### src/rtl/password_rom_controller.sv
// ---------------------------------------------------------------------------
// password_rom_controller
//
// Second authentication stage. After the user ID is accepted (id_ok) the
// block collects a 4-digit password, one nibble per load_pwd pulse. It then
// reads the user's stored password from a synchronous password ROM at
// {user_index,2'b00}..+3 and compares the two. A match grants access. Each
// mismatch consumes one try, and the block locks out when no tries remain.
//
// Ports
//   clk            in   system clock, all logic on posedge
//   reset          in   synchronous active-high reset, dominates all inputs
//   id_ok          in   user ID authenticated (level); dropping it exits
//   user_index     in   matched user index, sampled on IDLE->ENTER
//   pwd_inp        in   password digit from switches
//   load_pwd       in   single-cycle pulse: capture pwd_inp as next digit
//   logout         in   logout request; exits to IDLE from any state
//   rom_addr       out  password ROM address (registered)
//   rom_data       in   password ROM read data, ROM_LAT cycles after rom_addr
//   pwd_display    out  last digit entered, 4'hA when idle/cleared
//   access_granted out  level: password matched
//   access_denied  out  one-cycle pulse per failed attempt
//   locked_out     out  level: attempts exhausted
//   tries_left     out  attempts remaining
//
// Handshake: there is no valid/ready pair. load_pwd is a one-cycle strobe
// that is consumed only in ENTER. rom_data is trusted exactly ROM_LAT+1
// edges after the edge that updated rom_addr. The next address is issued on
// that same capture edge, so one digit costs ROM_LAT+1 cycles.
// ---------------------------------------------------------------------------
module password_rom_controller #(
    parameter int ROM_LAT   = 2,
    parameter int MAX_TRIES = 3
) (
    input  logic       clk,
    input  logic       reset,
    input  logic       id_ok,
    input  logic [4:0] user_index,
    input  logic [3:0] pwd_inp,
    input  logic       load_pwd,
    input  logic       logout,
    output logic [6:0] rom_addr,
    input  logic [3:0] rom_data,
    output logic [3:0] pwd_display,
    output logic       access_granted,
    output logic       access_denied,
    output logic       locked_out,
    output logic [1:0] tries_left
);

    localparam int WW = $clog2(ROM_LAT + 2);

    typedef enum logic [2:0] {
        IDLE    = 3'd0,
        ENTER   = 3'd1,
        FETCH   = 3'd2,
        COMPARE = 3'd3,
        GRANTED = 3'd4,
        LOCKED  = 3'd5
    } state_t;

    state_t        state, state_n;
    logic [6:0]    base, base_n;
    logic [1:0]    k, k_n;          // digit index, shared by ENTER and FETCH
    logic [WW-1:0] w, w_n;          // ROM wait counter inside FETCH
    logic [15:0]   entered, entered_n;
    logic [15:0]   stored, stored_n;
    logic [6:0]    rom_addr_n;
    logic [3:0]    pwd_display_n;
    logic          access_granted_n, access_denied_n, locked_out_n;
    logic [1:0]    tries_left_n;

    always_ff @(posedge clk) begin
        if (reset) begin
            state          <= IDLE;
            base           <= '0;
            k              <= '0;
            w              <= '0;
            entered        <= '0;
            stored         <= '0;
            rom_addr       <= '0;
            pwd_display    <= 4'hA;
            access_granted <= 1'b0;
            access_denied  <= 1'b0;
            locked_out     <= 1'b0;
            tries_left     <= 2'(MAX_TRIES);
        end else begin
            state          <= state_n;
            base           <= base_n;
            k              <= k_n;
            w              <= w_n;
            entered        <= entered_n;
            stored         <= stored_n;
            rom_addr       <= rom_addr_n;
            pwd_display    <= pwd_display_n;
            access_granted <= access_granted_n;
            access_denied  <= access_denied_n;
            locked_out     <= locked_out_n;
            tries_left     <= tries_left_n;
        end
    end

    always_comb begin
        state_n          = state;
        base_n           = base;
        k_n              = k;
        w_n              = w;
        entered_n        = entered;
        stored_n         = stored;
        rom_addr_n       = rom_addr;
        pwd_display_n    = pwd_display;
        access_granted_n = access_granted;
        access_denied_n  = 1'b0;
        locked_out_n     = locked_out;
        tries_left_n     = tries_left;

        if (logout || !id_ok) begin
            // Exit wins over everything in flight, including a load_pwd or a
            // pending compare. rom_addr is deliberately left where it is.
            state_n          = IDLE;
            k_n              = '0;
            w_n              = '0;
            entered_n        = '0;
            stored_n         = '0;
            pwd_display_n    = 4'hA;
            access_granted_n = 1'b0;
            locked_out_n     = 1'b0;
            tries_left_n     = 2'(MAX_TRIES);
        end else begin
            case (state)
                IDLE: begin
                    base_n  = {user_index, 2'b00};
                    k_n     = '0;
                    state_n = ENTER;
                end
                ENTER: begin
                    if (load_pwd) begin
                        // 15-4k == {~k,2'b11}: digit 0 lands in the MSB nibble
                        entered_n[{~k, 2'b11} -: 4] = pwd_inp;
                        pwd_display_n               = pwd_inp;
                        if (k == 2'd3) begin
                            state_n = FETCH;
                            k_n     = '0;
                            w_n     = '0;
                        end else begin
                            k_n = k + 2'd1;
                        end
                    end
                end
                FETCH: begin
                    if (w == '0) begin
                        rom_addr_n = base + {5'b0, k};
                        w_n        = WW'(1);
                    end else if (w == WW'(ROM_LAT + 1)) begin
                        stored_n[{~k, 2'b11} -: 4] = rom_data;
                        if (k == 2'd3) begin
                            state_n = COMPARE;
                        end else begin
                            // base has zeros in its low two bits, so no carry
                            k_n        = k + 2'd1;
                            rom_addr_n = base + {5'b0, k + 2'd1};
                            w_n        = WW'(1);
                        end
                    end else begin
                        w_n = w + WW'(1);
                    end
                end
                COMPARE: begin
                    k_n = '0;
                    w_n = '0;
                    if (entered == stored) begin
                        state_n          = GRANTED;
                        access_granted_n = 1'b1;
                    end else if (tries_left > 2'd1) begin
                        state_n         = ENTER;
                        tries_left_n    = tries_left - 2'd1;
                        access_denied_n = 1'b1;
                        entered_n       = '0;
                        stored_n        = '0;
                        pwd_display_n   = 4'hA;
                    end else begin
                        state_n         = LOCKED;
                        tries_left_n    = 2'd0;
                        access_denied_n = 1'b1;
                        locked_out_n    = 1'b1;
                    end
                end
                GRANTED: state_n = GRANTED;
                LOCKED:  state_n = LOCKED;
                default: state_n = IDLE;
            endcase
        end
    end

endmodule

### config.mk
export PLATFORM = sky130hd
export DESIGN_NAME = password_rom_controller
export DESIGN_NICKNAME = d
export VERILOG_FILES = /design/src/rtl/password_rom_controller.sv
export SDC_FILE = /design/constraint.sdc
export NUM_CORES = 1
export LEC_CHECK = 0
export CORE_MARGIN = 3
export CORE_UTILIZATION = 55
export DETAILED_ROUTE_END_ITERATION = 6
export PLACE_DENSITY = 0.89
export SLEW_MARGIN = 20
export SYNTH_ARGS = -nofsm -noshare
export SYNTH_HDL_FRONTEND = slang
export SYNTH_SLANG_ARGS = --single-unit
export TNS_END_PERCENT = 10
### constraint.sdc
create_clock -name clk -period 2.4 [get_ports clk]
set_clock_uncertainty 0.05 [all_clocks]
set_input_delay 0.72 -clock clk [delete_from_list [all_inputs] [get_ports clk]]
set_output_delay 0.72 -clock clk [all_outputs]
set_load 0.02 [all_outputs]
* Yosys cells after proc, flatten, opt, wreduce, memory -nomap -nowiden
Index checks and enable logic that the tools add are counted.
** Word-level totals
- Flip-flop bits (word level) :: 60
- Input port bits :: 18
- Output and inout port bits :: 16
- Word-level logic and storage cells :: 105
** Cells by class
- Add/sub/neg operators :: 6
- Magnitude comparators :: 1
- Equality and inequality tests :: 18
- Shift operators :: 3
- Mux-type cells :: 38
- Bitwise operators :: 5
- Reductions and logical operators :: 22
** Operators by type and width (count)
- $mux 16 :: 5
- $pmux 16 s2 :: 2
- $shiftx 4x6->19 :: 2
- $bwmux 16 :: 2
- $mux 2 :: 11
- $mux 3 :: 7
- $mux 7 :: 3
- $shift 4x6->19 const A :: 1
- $pmux 3 s6 :: 1
- $eq 16x16->1 :: 1
- $ne 2x2->1 const B :: 8
- $reduce_and 5->1 :: 3
- $add 7x2->7 :: 2
- $mux 4 :: 3
- $pmux 2 s3 :: 2
- $reduce_and 4->1 :: 3
- $pmux 4 s2 :: 1
- $eq 3x2->1 const B :: 2
- $eq 3x3->1 const B :: 2
- $neg 4->6 :: 1
- $reduce_and 2->1 :: 3
- $reduce_bool 2->1 :: 3
- $reduce_bool 3->1 :: 2
- $add 2x1->2 const B :: 2
- other kinds (16) :: 21

* Depth between registers and ports, before layout
Gate-level depths: netlist of run 1.
- Depth after elaboration :: 7
- Mapped depth :: 8
- Mapped depth without buffers :: 7

* Worst setup path after synthesis of run 1
OpenSTA, ideal clock, no wires.
- Path type :: input to register
- Start :: input port logout
- End :: register stored[0]
- Setup time :: 0.072 ns
- Arrival time :: 1.861 ns
- Data required time :: 2.278 ns
- Path slack :: 0.417 ns
- Cell stages on the path :: 6
- Buffers on the path :: 2
- Cell sequence :: nand2b_1 -> nor2_1 -> clkbuf_1 -> clkbuf_1 -> nand2_1 -> mux2i_1
** On the way
- Cells in the longest elaborated chain, start to end :: 2
** Ends and longest elaborated chain
- from (decl) :: RTL line 41 : input logic logout,
- $logic_or 1x1->1 :: RTL line 117 : if (logout || !id_ok) begin
- $reduce_or 2->1 (no source line)
- to (signal assigned) :: RTL line 93 : stored <= stored_n;
- to (decl) :: RTL line 67 : logic [15:0] stored, stored_n;
Every way passes these cells.
A chain may end at the register's enable or synchronous reset.

* Worst setup path in the final report of run 1
- Start :: register entered[2]
- End :: register entered[8]
** On the way
- Cells in the longest elaborated chain, start to end :: 3
** Ends and longest elaborated chain
- from (decl) :: RTL line 66 : logic [15:0] entered, entered_n;
- from (signal assigned) :: RTL line 92 : entered <= entered_n;
- $eq 16x16->1 :: RTL line 171 : if (entered == stored) begin
- $ne 2x2->1 (no source line)
- $reduce_and 4->1 (no source line)
Every way passes these cells.

==> impl_metrics.env, run 1 <==
export IMPL_crit_start="entered[2]$_SDFFE_PP0P_"
export IMPL_cts_tree="done"
export IMPL_cp_end_kind="flop"
export IMPL_grt_pass1_vias=2342
export IMPL_area_growth_pct=21.25
export IMPL_via_per_inst=5.508
export IMPL_cts_buffer_depth=2
export IMPL_synth_top_family_by_area="simple AND/OR/NAND/NOR gates"
export IMPL_maxCapViolCount=0
export IMPL_setup_ws_ns=0.2222
export IMPL_synth_simple_area_share_pct=22.81
export IMPL_r2r_end="entered[8]$_SDFFE_PP0P_"
export IMPL_cts_sink_count=60
export IMPL_path_class="flop to flop"
export IMPL_worstSetupStartpointType="flop"
export IMPL_synth_compound_area_share_pct=10.65
export IMPL_path_clk_slew_ns=0.07
export IMPL_critPathRequiredTime_ns=2.61
export IMPL_tightest_slew_ns=0.4918
export IMPL_n_fill_cell=386
export IMPL_setup_tns_ns=0
export IMPL_rows=26
export IMPL_post_route_drc_count=0
export IMPL_drive_gt1_share_pct=11.26
export IMPL_drv_slew=0
export IMPL_rsz0062_at_grt="false"
export IMPL_yosys_cell_types_count=43
export IMPL_ios=34
export IMPL_dp_hpwl_um=4725
export IMPL_wl_per_cell_um=14.75
export IMPL_track_usage_pct=22.28
export IMPL_antenna_cells=0
export IMPL_synth_seq_area_share_pct=40.40
export IMPL_vias=2440
export IMPL_syn_area_per_cell_um2=8.981
export IMPL_synth_mux_area_fraction_pct=14.48
export IMPL_fmax_ghz=0.4592
export IMPL_grt_max_degree=39
export IMPL_core_area_mm2=0.005172
export IMPL_start_util_pct=57.47
export IMPL_ctsResizeCount=0
export IMPL_htree_levels=3
export IMPL_crit_end="entered[8]$_SDFFE_PP0P_"
export IMPL_r2r_cells=6
export IMPL_grt_first_pass_wirelength_um=10920
export IMPL_place_area_mm2=0.003447
export IMPL_cts_buffers_inserted=9
export IMPL_worst_hold_slack_ns=0.4144
export IMPL_clk_latency_ns=0.34
export IMPL_critPathMaxFanout=9
export IMPL_cellPowerDensity_mw_per_mm2=516.6
export IMPL_place_congestion=0.8792
export IMPL_port_buffers=33
export IMPL_synth_xor_area_share_pct=5.008
export IMPL_post_place_ws_ns=0.04044
export IMPL_synth_area_mm2=0.002973
export IMPL_syn_inst=331
export IMPL_first_pass_iters=4
export IMPL_final_cell_mix="dfxtp_1 (60), nand2_1 (43), mux2i_1 (43)"
export IMPL_finish_utilization_pct=69.69
export IMPL_async_reset_ff_share_pct=0
export IMPL_whs_path_depth=1
export IMPL_status="finished, final reports clean"
export IMPL_hold_path_class="flop to flop"
export IMPL_hold_viol=0
export IMPL_syn_num_nets=356
export IMPL_r2r_start="entered[2]$_SDFFE_PP0P_"
export IMPL_die_area_mm2=0.006323
export IMPL_cp_arrival_ns=2.38
export IMPL_finalSetupViolations=0
export IMPL_finalInstanceArea_mm2=0.003605
export IMPL_synth_area_leader_cell="dfxtp_1"
export IMPL_synth_edff_count=0
export IMPL_max_slew_margin_pct=67.21
export IMPL_root_buffer="clkbuf_8"
export IMPL_yosys_area_share_adder_pct=2.946
export IMPL_die_h_um=79.52
export IMPL_die_w_um=79.52
export IMPL_r2r_setup_slack_ns=0.22
export IMPL_ys_seq_elements=60
export IMPL_yosysWarnings=0
export IMPL_layout_commonest_cell="dfxtp_1"
export IMPL_gr_total_overflow=0
export IMPL_post_route_period_util_pct=90.74
export IMPL_p_leak_nw=1.388
export IMPL_synth_top_cell_area_share_pct=40.40
export IMPL_ir_worst_vdd_v=0.0003800
export IMPL_nNetsFinal=394
export IMPL_drt_iter0_markers=195
export IMPL_antenna_found_initial=0
export IMPL_synthTopCellsByArea="dfxtp_1 (40%), mux2i_1 (14%), nand3_1 (5.6%)"
export IMPL_ctsHoldBuffers=0
export IMPL_period_needed_ns=2.178
export IMPL_ys_flop_type="dfxtp_1"
export IMPL_ant_nets=0
export IMPL_drt_total_wl_um=6536
export IMPL_post_cts_buffers=0
==> power breakdown <==
group / leakage [nW] / internal [mW] / switching (mW) / total, mW
clock: 0.0779 / 0.363 / 0.393 / 0.756
combinational: 0.826 / 0.0486 / 0.0520 / 0.101
sequential: 0.484 / 1.00 / 0.00484 / 1.01
total: 1.39 / 1.41 / 0.450 / 1.86
==> critical path: stages, from the launching register on <==
cell and delay (ns):
dfxtp_1 0.32, xnor2_1 0.24, nand4_1 0.23, or4_1 0.54, buf_4 0.21, a22oi_4 0.28, mux2i_1 0.24
==> Yosys cell counts, types with 2 or more instances <==
master / count
a211oi_1: 2
a21oi_1: 12
a21oi_2: 4
a22oi_4: 3
and4_1: 2
buf_1: 3
buf_2: 4
clkbuf_1: 12
dfxtp_1: 60
ha_1: 7
inv_1: 6
mux2i_1: 43
nand2_1: 43
nand2b_1: 2
nand3_1: 33
nand3b_1: 2
nand4_1: 5
nor2_1: 23
nor2b_1: 7
nor3_1: 5
nor4b_1: 3
o21a_1: 2
o21ai_0: 12
or4_1: 2
xnor2_1: 16
==> sequential cells by signal, summed over array words and instances, names as in the netlist <==
| signal | count |
|---|---|
| entered | 16 |
| stored | 16 |
| rom_addr | 7 |
| base | 5 |
| pwd_display | 4 |
| state | 3 |
| k | 2 |
| tries_left | 2 |
| w | 2 |
| access_denied | 1 |
| access_granted | 1 |
| locked_out | 1 |
==> routing by layer <==
| layer | track usage [%] | routed length (um) | vias up |
|---|---|---|---|
| met3 | 5.756 | 246 | 7 |
| met1 | 27.75 | 2975 | 1159 |
| met5 | 0 | 0 | - |
| met4 | 7.560 | 93 | 0 |
| met2 | 37.23 | 3220 | 46 |
| li1 | - | - | 1228 |
==> worst min-delay path by stage <==
stage / slack, ns / startpoint / to
final: 0.41 / locked_out$_SDFFE_PP0P_ / locked_out$_SDFFE_PP0P_
after detailed placement: 0.40 / locked_out$_SDFFE_PP0P_ / locked_out$_SDFFE_PP0P_
after global placement: 0.40 / locked_out$_SDFFE_PP0P_ / locked_out$_SDFFE_PP0P_
after floorplan: 0.40 / stored[10]$_SDFFE_PP0P_ / stored[10]$_SDFFE_PP0P_
after CTS: 0.42 / locked_out$_SDFFE_PP0P_ / locked_out$_SDFFE_PP0P_
after global routing: 0.44 / stored[6]$_SDFFE_PP0P_ / stored[6]$_SDFFE_PP0P_
==> through the flow <==
step / std cells / power [mW]
finish: 443 / 1.862
global route: 443 / 1.923
CTS: 443 / 1.868
detailed placement: 428 / 1.128
global placement: 428 / 1.126
floorplan: 331 / 1.070
==> cells by family after synthesis <==
family                   count (synthesis)
AND/OR/NAND/NOR                        135
multiplexers                            43
flip-flops                              60
XOR/XNOR                                17
AO/OA/AOI/OAI                           43
buffers and inverters                   26
adder cells (fa/ha/maj)                  7
==> layout make-up <==
cell class              instances  area (um^2)  area share (%)
repair buffers                 47        460.4           12.77
clock inverters                 5        30.03          0.8330
flip-flops and latches         60         1201           33.32
multi-input cells             245         1675           46.48
inverters                       6        22.52          0.6248
clock buffers                  10        127.6           3.540
well taps                      70        87.58           2.430
(Power assumes the default switching activity.)
==> inputs of run 2 (changes only) <==
Settings changed: CORE_UTILIZATION 55 to 56, PLACE_DENSITY 0.89 to 0.91.
==> run 2 against run 1 <==
Effect of this change:
- count of clock-buffer cells in the layout rose by 3
- sequential share of layout area fell by 0.57 points
- via count rose by 6.1%
- utilization rose by 5.0 points
- highest routed layer unchanged
- wire length rose by 4.3%
- first-iteration DRC count rose by 2.6%
- largest power group is now the clock network
- die area fell by 1.7%
- final cell count fell by 0.45%
- worst hold slack improved by 0.0051 ns
- largest cell class unchanged
- critical endpoint is now tries_left[1]
- non-clock buffer count did not move
- critical path depth fell by 5
- flip-flop and latch count did not move
==> impl_metrics.env, run 2 (synthesized netlist as in run 1, its figures left out) <==
export IMPL_rsz0062_at_grt="false"
export IMPL_cts_tree="done"
export IMPL_path_class="flop to primary output"
export IMPL_nNetsFinal=394
export IMPL_crit_chain="clkdlybuf4s50_1"
export IMPL_ant_nets=0
export IMPL_path_clk_slew_ns=0.06
export IMPL_vias=2590
export IMPL_multi_input_area_mm2=0.001675
export IMPL_setup_tns_ns=0
export IMPL_power_switching_mw=0.4464
export IMPL_cpLargestDelayFamily="buffers and inverters"
export IMPL_grt_max_degree=70
export IMPL_switching_share_pct=20.62
export IMPL_r2r_cells=6
export IMPL_cp_end_kind="primary output"
export IMPL_die_area_mm2=0.006219
export IMPL_ctsHoldBuffers=0
export IMPL_stdcell_count=441
export IMPL_area_growth_pct=23.36
export IMPL_r2r_start="entered[2]$_SDFFE_PP0P_"
export IMPL_post_cts_buffers=0
export IMPL_met3_length_um=378
export IMPL_reg_largest_list="entered: 16 flops, stored: 16 flops, rom_addr: 7 flops"
export IMPL_hold_path_class="flop to flop"
export IMPL_drt_iter0_markers=200
export IMPL_cp_slowest_cell="clkdlybuf4s50_1"
export IMPL_gr_total_overflow=0
export IMPL_dp_hpwl_um=4731
export IMPL_crit_end="tries_left[1]"
export IMPL_drive_gt1_share_pct=11.50
export IMPL_port_buffers=33
export IMPL_rows=25
export IMPL_whs_path_depth=2
export IMPL_clockPowerShare_pct=48.9
export IMPL_worstSetupStartpointType="flop"
export IMPL_layout_commonest_cell="dfxtp_1"
export IMPL_via_per_inst=5.873
export IMPL_crit_buf_inv=1
export IMPL_intPower_mw=1.718
export IMPL_p_comb_share_pct=4.7
export IMPL_route_met2_wl_um=3348
export IMPL_seqCellArea_mm2=0.001201
export IMPL_start_util_pct=60.54
export IMPL_tightest_slew_ns=0.4934
export IMPL_wl_per_cell_um=15.46
export IMPL_antenna_found_initial=0
export IMPL_drt_met1_wl_um=2904
export IMPL_root_buffer="clkbuf_8"
export IMPL_status="finished, final reports clean"
export IMPL_die_h_um=78.86
export IMPL_max_stage_delay_ns=0.64
export IMPL_post_route_period_util_pct=91.09
export IMPL_ios=34
export IMPL_post_route_drc_count=0
export IMPL_p_leak_nw=1.422
export IMPL_place_congestion=0.8942
export IMPL_seqPwrFrac_pct=46.4
export IMPL_drv_slew=0
export IMPL_antenna_cells=0
export IMPL_hold_viol=0
export IMPL_critPathRequiredTime_ns=1.63
export IMPL_core_area_mm2=0.004911
export IMPL_critPathMaxFanout=7
export IMPL_period_needed_ns=2.186
export IMPL_cellPowerDensity_mw_per_mm2=590.3
export IMPL_cts_buffer_depth=2
export IMPL_cts_sink_count=60
export IMPL_grt_first_pass_wirelength_um=11330
export IMPL_top_layer_used="met4"
export IMPL_track_usage_pct=23.69
export IMPL_first_pass_iters=5
export IMPL_finalSetupViolations=0
export IMPL_die_w_um=78.86
export IMPL_dp_cells=425
export IMPL_grt_pass1_vias=2475
export IMPL_cp_arrival_ns=1.42
export IMPL_crit_cells=1
export IMPL_final_cell_mix="dfxtp_1 (60), nand2_1 (43), mux2i_1 (43)"
export IMPL_drt_total_wl_um=6818
export IMPL_r2r_setup_slack_ns=0.23
export IMPL_fmax_ghz=0.4574
export IMPL_clk_latency_ns=0.34
export IMPL_maxCapViolCount=0
export IMPL_ctsResizeCount=0
export IMPL_max_slew_margin_pct=67.11
export IMPL_htree_levels=3
export IMPL_ir_worst_vdd_v=0.0004707
export IMPL_cts_buffers_inserted=9
export IMPL_n_fill_cell=359
export IMPL_crit_start="tries_left[1]$_SDFFE_PP1P_"
export IMPL_r2r_end="entered[8]$_SDFFE_PP0P_"
## run 2: power groups by stage
stage | Combinational [mW] | Clock [mW] | Sequential [mW]
2_1_floorplan | 0.0437 | 0 | 1.03
3_3_place_gp | 0.0980 | 0 | 1.03
3_5_place_dp | 0.100 | 0 | 1.03
4_1_cts | 0.101 | 1.08 | 1.00
5_1_grt | 0.109 | 1.12 | 1.00
6_report | 0.102 | 1.06 | 1.00
## run 2: through the flow
stage	instance area, um^2	worst slack (ns)	total power [mW]	hold slack (ns)	util [%]
finish	3667	0.2139	2.165	0.4194	74.68
global route	3667	0.1569	2.232	0.4396	74.68
CTS	3667	0.1875	2.181	0.4238	74.68
detailed placement	3431	0.04415	1.127	0.4132	69.86
global placement	3431	0.09177	1.124	0.4014	69.86
floorplan	2973	0.4173	1.070	0.3973	-
## run 2: per-layer routing
layer | vias up | track usage [%]
li1 | 1235 | -
met5 | - | 0
met2 | 87 | 39.05
met1 | 1245 | 27.82
met4 | 0 | 13.75
met3 | 23 | 6.122
## run 2: area by class of cell
cell class,count,share of cell area (%)
Inverter,6,0.6141
Timing Repair Buffer,47,12.21
Multi-Input combinational cell,245,45.68
Clock buffer,13,4.606
Tap cell,67,2.286
Sequential cell,60,32.75
Clock inverter,3,1.842
## run 2: worst min path at each step
stage	slack, ns	startpoint	to
final	0.42	stored[9]$_SDFFE_PP0P_	stored[9]$_SDFFE_PP0P_
after global routing	0.44	entered[14]$_SDFFE_PP0P_	entered[14]$_SDFFE_PP0P_
after CTS	0.42	stored[9]$_SDFFE_PP0P_	stored[9]$_SDFFE_PP0P_
after detailed placement	0.41	stored[9]$_SDFFE_PP0P_	stored[9]$_SDFFE_PP0P_
after global placement	0.40	locked_out$_SDFFE_PP0P_	locked_out$_SDFFE_PP0P_
after floorplan	0.40	stored[10]$_SDFFE_PP0P_	stored[10]$_SDFFE_PP0P_
==> inputs of run 3 (changes only) <==
Settings changed: HOLD_SLACK_MARGIN set to 0.06.
==> results of run 3 <==
Final layout, timing and power as in run 2 (identical DEF).
